File: src/rtl/vga_pkg.sv
// Timing constants for 1440x900@60 (88.75 MHz pixel clock) and the shared raster bus type.
package vga_pkg;

  localparam int unsigned VGA_CNT_W = 11;

  localparam int unsigned HCOUNT_MAX        = 1599;
  localparam int unsigned VCOUNT_MAX        = 925;
  localparam int unsigned HBLNK_START_FRONT = 1439;
  localparam int unsigned VBLNK_START_FRONT = 900;
  localparam int unsigned HSYNC_START       = 1487;
  localparam int unsigned HSYNC_STOP        = 1518;
  localparam int unsigned VSYNC_START       = 902;
  localparam int unsigned VSYNC_STOP        = 907;

  typedef struct packed {
    logic [VGA_CNT_W-1:0] hcount;
    logic [VGA_CNT_W-1:0] vcount;
    logic                 hsync;
    logic                 vsync;
    logic                 hblnk;
    logic                 vblnk;
  } vga_tim_t;

endpackage

File: src/rtl/vga_wrap_counter.sv
// Modulo-(MAX+1) counter with synchronous clear; wrap flags the increment that rolls over to 0.
module vga_wrap_counter
  import vga_pkg::*;
#(
  parameter int unsigned WIDTH = VGA_CNT_W,
  parameter int unsigned MAX   = HCOUNT_MAX
) (
  input  logic             clk,
  input  logic             rst_n,
  input  logic             clr,
  input  logic             inc,
  output logic [WIDTH-1:0] cnt,
  output logic             wrap
);

  logic [WIDTH-1:0] cnt_q, cnt_d;

  // Asserted even alongside clr; callers gate it where clear must win.
  assign wrap = inc && (cnt_q == WIDTH'(MAX));

  always_comb begin
    cnt_d = cnt_q;
    if (clr) begin
      cnt_d = '0;
    end else if (wrap) begin
      cnt_d = '0;
    end else if (inc) begin
      cnt_d = cnt_q + WIDTH'(1);
    end
  end

  always_ff @(posedge clk) begin
    if (!rst_n) begin
      cnt_q <= '0;
    end else begin
      cnt_q <= cnt_d;
    end
  end

  assign cnt = cnt_q;

endmodule

File: src/rtl/vga_timing.sv
// Free-running VGA raster generator: registered position, sync, blanking, line/frame strobes and
// a frame counter, with clock-enable stall and synchronous resync to (0,0).
module vga_timing
  import vga_pkg::*;
#(
  parameter int unsigned HCNT_MAX  = HCOUNT_MAX,
  parameter int unsigned VCNT_MAX  = VCOUNT_MAX,
  parameter logic        HSYNC_POL = 1'b1,
  parameter logic        VSYNC_POL = 1'b1,
  parameter int unsigned FCNT_W    = 8
) (
  input  logic                 clk,
  input  logic                 rst_n,
  input  logic                 en,
  input  logic                 resync,
  output logic [VGA_CNT_W-1:0] hcount,
  output logic [VGA_CNT_W-1:0] vcount,
  output logic                 hsync,
  output logic                 vsync,
  output logic                 hblnk,
  output logic                 vblnk,
  output logic                 line_start,
  output logic                 frame_start,
  output logic [FCNT_W-1:0]    frame_cnt
);

  localparam logic [VGA_CNT_W-1:0] HblnkTh = VGA_CNT_W'(HBLNK_START_FRONT);
  localparam logic [VGA_CNT_W-1:0] VblnkTh = VGA_CNT_W'(VBLNK_START_FRONT);
  localparam logic [VGA_CNT_W-1:0] HsLo    = VGA_CNT_W'(HSYNC_START);
  localparam logic [VGA_CNT_W-1:0] HsHi    = VGA_CNT_W'(HSYNC_STOP + 1);
  localparam logic [VGA_CNT_W-1:0] VsLo    = VGA_CNT_W'(VSYNC_START);
  localparam logic [VGA_CNT_W-1:0] VsHi    = VGA_CNT_W'(VSYNC_STOP + 1);

  logic [VGA_CNT_W-1:0] h_cnt, v_cnt;
  logic                 h_wrap, v_wrap;
  logic [VGA_CNT_W-1:0] h_nxt, v_nxt;

  logic              hsync_q, hsync_d;
  logic              vsync_q, vsync_d;
  logic              hblnk_q, hblnk_d;
  logic              vblnk_q, vblnk_d;
  logic              line_start_q, line_start_d;
  logic              frame_start_q, frame_start_d;
  logic [FCNT_W-1:0] frame_cnt_q, frame_cnt_d;

  vga_wrap_counter #(
    .WIDTH (VGA_CNT_W),
    .MAX   (HCNT_MAX)
  ) u_h_ctr (
    .clk   (clk),
    .rst_n (rst_n),
    .clr   (resync),
    .inc   (en),
    .cnt   (h_cnt),
    .wrap  (h_wrap)
  );

  vga_wrap_counter #(
    .WIDTH (VGA_CNT_W),
    .MAX   (VCNT_MAX)
  ) u_v_ctr (
    .clk   (clk),
    .rst_n (rst_n),
    .clr   (resync),
    .inc   (en & h_wrap),
    .cnt   (v_cnt),
    .wrap  (v_wrap)
  );

  // Mirror of the counters' next state so decode lands in the same cycle as the position.
  always_comb begin
    h_nxt = h_cnt;
    v_nxt = v_cnt;
    if (resync) begin
      h_nxt = '0;
      v_nxt = '0;
    end else begin
      if (h_wrap) begin
        h_nxt = '0;
      end else if (en) begin
        h_nxt = h_cnt + VGA_CNT_W'(1);
      end
      if (v_wrap) begin
        v_nxt = '0;
      end else if (h_wrap) begin
        v_nxt = v_cnt + VGA_CNT_W'(1);
      end
    end
  end

  always_comb begin
    hblnk_d       = (h_nxt > HblnkTh);
    vblnk_d       = (v_nxt >= VblnkTh);
    hsync_d       = ((h_nxt > HsLo) && (h_nxt <= HsHi)) ? HSYNC_POL : ~HSYNC_POL;
    vsync_d       = ((v_nxt > VsLo) && (v_nxt <= VsHi)) ? VSYNC_POL : ~VSYNC_POL;
    line_start_d  = resync | h_wrap;
    frame_start_d = resync | v_wrap;
    frame_cnt_d   = frame_cnt_q;
    if (!resync && v_wrap) begin
      frame_cnt_d = frame_cnt_q + FCNT_W'(1);
    end
  end

  always_ff @(posedge clk) begin
    if (!rst_n) begin
      hsync_q       <= ~HSYNC_POL;
      vsync_q       <= ~VSYNC_POL;
      hblnk_q       <= 1'b0;
      vblnk_q       <= 1'b0;
      line_start_q  <= 1'b0;
      frame_start_q <= 1'b0;
      frame_cnt_q   <= '0;
    end else begin
      hsync_q       <= hsync_d;
      vsync_q       <= vsync_d;
      hblnk_q       <= hblnk_d;
      vblnk_q       <= vblnk_d;
      line_start_q  <= line_start_d;
      frame_start_q <= frame_start_d;
      frame_cnt_q   <= frame_cnt_d;
    end
  end

  assign hcount      = h_cnt;
  assign vcount      = v_cnt;
  assign hsync       = hsync_q;
  assign vsync       = vsync_q;
  assign hblnk       = hblnk_q;
  assign vblnk       = vblnk_q;
  assign line_start  = line_start_q;
  assign frame_start = frame_start_q;
  assign frame_cnt   = frame_cnt_q;

endmodule

File: config.mk
export PLATFORM = sky130hd
export DESIGN_NAME = vga_timing
export DESIGN_NICKNAME = d
export VERILOG_FILES = /design/src/rtl/vga_pkg.sv /design/src/rtl/vga_wrap_counter.sv /design/src/rtl/vga_timing.sv
export SDC_FILE = /design/constraint.sdc
export NUM_CORES = 1
export LEC_CHECK = 0
export CELL_PAD_IN_SITES_DETAIL_PLACEMENT = 0
export CELL_PAD_IN_SITES_GLOBAL_PLACEMENT = 1
export CORE_ASPECT_RATIO = 0.9
export CORE_MARGIN = 3
export CORE_UTILIZATION = 34
export DETAILED_ROUTE_END_ITERATION = 8
export PLACE_DENSITY = 0.79
export SYNTH_ARGS = -nofsm -noshare
export SYNTH_HDL_FRONTEND = slang
export SYNTH_SLANG_ARGS = --single-unit
File: constraint.sdc
create_clock -name clk -period 2.4 [get_ports clk]
set_input_delay 0.24 -clock clk [delete_from_list [all_inputs] [get_ports clk]]
set_output_delay 0.24 -clock clk [all_outputs]
set_load 0.02 [all_outputs]
==> reports/results.txt <==
WL/cell = 14.6 microns
CTS buffer count = 5
syn nets = 242
Die Area = 0.00679 sq mm
Syn Area/Cell = 8.48 sq um
most frequent CP cell = or4_4
most common flop cell mapped by yosys = dfxtp_1
RSZ-0062 raised after global routing = no
Core Area = 0.00544 sq mm
largest net degree at the start of global routing = 17
H-Tree Depth = 2
Worst-path clk slew = 70 ps
WP data required = 2600 ps
CP arrival = 2520 ps
Slew Viols, Final = 0
crit path buf inv count = 0
layout net count = 307
Iter 0 DRT Violations = 116
1st-pass router iterations = 4
Vias per Instance = 5.44
async set-reset flop share out of synthesis = 0%
endpoint class of the critical path = flop
die width = 86.5 microns
Final GP Congestion = 0.822
GRT Residual Overflow = 0
delay-heaviest family, CP = simple AND/OR/NAND/NOR gates
initial antenna violation count = 0
GR Util All Layers = 16.6%
clk_skew = 6.05 ps
Mapped Area = 0.00198 sq mm
CP max FO = 3
number of synthesized flops with an enable pin = 0
Ports = 40
Total Wirelength = 5370 microns
Synth Instances = 234
FMAX = 0.430 GHz
Slew @ Worst Pin = 502 ps
hold_buf cts = 0
worst hold path class = flop to flop
final worst path period share = 96.8%
Max stage delay on crit path = 540 ps
Final Hold Violating Endpoints = 0
CTS root buf = clkbuf_8
Seq/Total Area, Yosys = 36.3%
CP Class = flop to flop
Port Buffers = 39
ANT cells = 0
Post-Layout Cell Count = 367
clk_lat worst skew = 290 ps
worst rel slew slack = 66.4%
TritonCTS Sinks = 36
drc violations = 0
outcome = finished, final reports clean
Layout area overhead = 41.4%
crit path max-delay cell type = or4_4
vias in the first global route = 1,868
Synth cell types = 50
PwrDens = 406 mW/mm^2
crit path cell chain = or3b_4 -> or4_4 -> or4_4 -> a221o_1 -> a2111oi_4
Die H = 78.5 microns
initial core utilization = 36.5%
LEAKAGE = 0.947 nW
# setup viols final = 0
most frequent cells in the layout = 39 x clkdlybuf4s50_1, 32 x buf_4, 28 x dfxtp_1
max_cap viols = 0
CP Launch Type = flop
Yosys warning total = 0
Clock Path Buffers = 2
Seq cells post-synth = 36
commonest non-fill, non-tap cell in the layout = clkdlybuf4s50_1
Tmin final = 2320 ps
CTS tree = built
placed cells = 358
Site Rows = 25
maximum VDD drop = 0.213 mV
first-pass GRT wire length = 9070 microns
layout cells sized above 1 = 19.0%
via count = 1,995
post-DP HPWL = 4000 microns
Post-Route Setup TNS = 0 ps
antenna viol nets, final = 0
stage by stage:
step                total power, mW  worst slack, ps  instance area, sq um  hold slack, ps  utilization [%]
floorplan                     0.639             4.51                  2020             358                -
global placement              0.663             -179                  2680             468             49.2
detailed placement            0.663             -221                  2680             476             49.2
CTS                            1.15             21.0                  2780             486             51.1
global route                   1.19             15.8                  2810             534             51.5
finish                         1.14             76.4                  2810             484             51.5
final timing paths:
kind	from	slack [ps]	end	cells past startpoint
worst max-delay path	u_h_ctr.cnt[6]$_SDFF_PN0_	80	vsync$_SDFF_PN0_	5
worst min register to register	frame_cnt[7]$_SDFFE_PN0P_	480	frame_cnt[7]$_SDFFE_PN0P_	2
worst min-delay path	frame_cnt[7]$_SDFFE_PN0P_	480	frame_cnt[7]$_SDFFE_PN0P_	2
worst max register to register	u_h_ctr.cnt[6]$_SDFF_PN0_	80	vsync$_SDFF_PN0_	5
power breakdown:
part	internal [mW]	leakage, nW	switching [mW]
Sequential	0.598	0.295	0.00228
Clock	0.266	0.0534	0.224
Combinational	0.0222	0.599	0.0270
Total	0.887	0.947	0.253
final cells by class:
cell class / count / area [sq um]
clock buffers: 7 / 97.6
flip-flops and latches: 36 / 736
well taps: 67 / 83.8
repair buffers: 71 / 631
inverters: 8 / 30.0
multi-input cells: 177 / 1220
fillers: 530 / 2640
clock inverters: 1 / 5.00
sequential cells by signal, summed over array words and instances, names as in the netlist:
register and flops:
u_v_ctr.cnt 11, vsync 1, hblnk 1, u_h_ctr.cnt 11, vblnk 1, frame_start 1, frame_cnt 8, hsync 1
line_start 1
what timing repair did:
| item | in CTS | in global routing |
|---|---|---|
| endpoints found under the setup margin | 0 | 1 |
| resized for setup | 0 | 2 |
| setup buffers | 0 | 1 |
cell usage after synthesis, drive strengths merged, types with 7 or more instances:
cell | instances | area [sq um]
a21oi | 12 | 60.1
clkbuf | 12 | 45.0
dfxtp | 36 | 721
inv | 8 | 30.0
nand2 | 13 | 48.8
nand3 | 10 | 55.1
nand4 | 9 | 56.3
nor2 | 26 | 97.6
nor3 | 8 | 40.0
o21ai | 7 | 35.0
xnor2 | 11 | 96.3
xor2 | 8 | 70.1
metal layers:
metal / wire (microns) / share of wire [%] / GRT usage (%)
met5: 0 / 0 / 0
met2: 2300 / 43 / 24.2
met4: 71 / 1.3 / 4.67
met3: 302 / 5.6 / 3.46
met1: 2690 / 50 / 24.3
cell families (layout without fill, tap and decap cells):
group                      Yosys count  after routing  synth area share, %
adders and majority gates            4              4                 2.52
muxes                                3              3                 1.51
xor gates and xnor gates            19             19                 8.39
AOI/OAI and AO/OA                   52             52                 18.9
buffers and inverters               21             87                 4.16
and+or+nand+nor                     99             99                 28.2
DFF                                 36             36                 36.3
worst reg2reg max path, delay by kind of cell, from the launching register on:
family	cells	cell delay, ps
DFF	1	320
AOI/OAI and AO/OA	2	550
and+or+nand+nor	3	1360
Power figures use the tool's default switching activity.
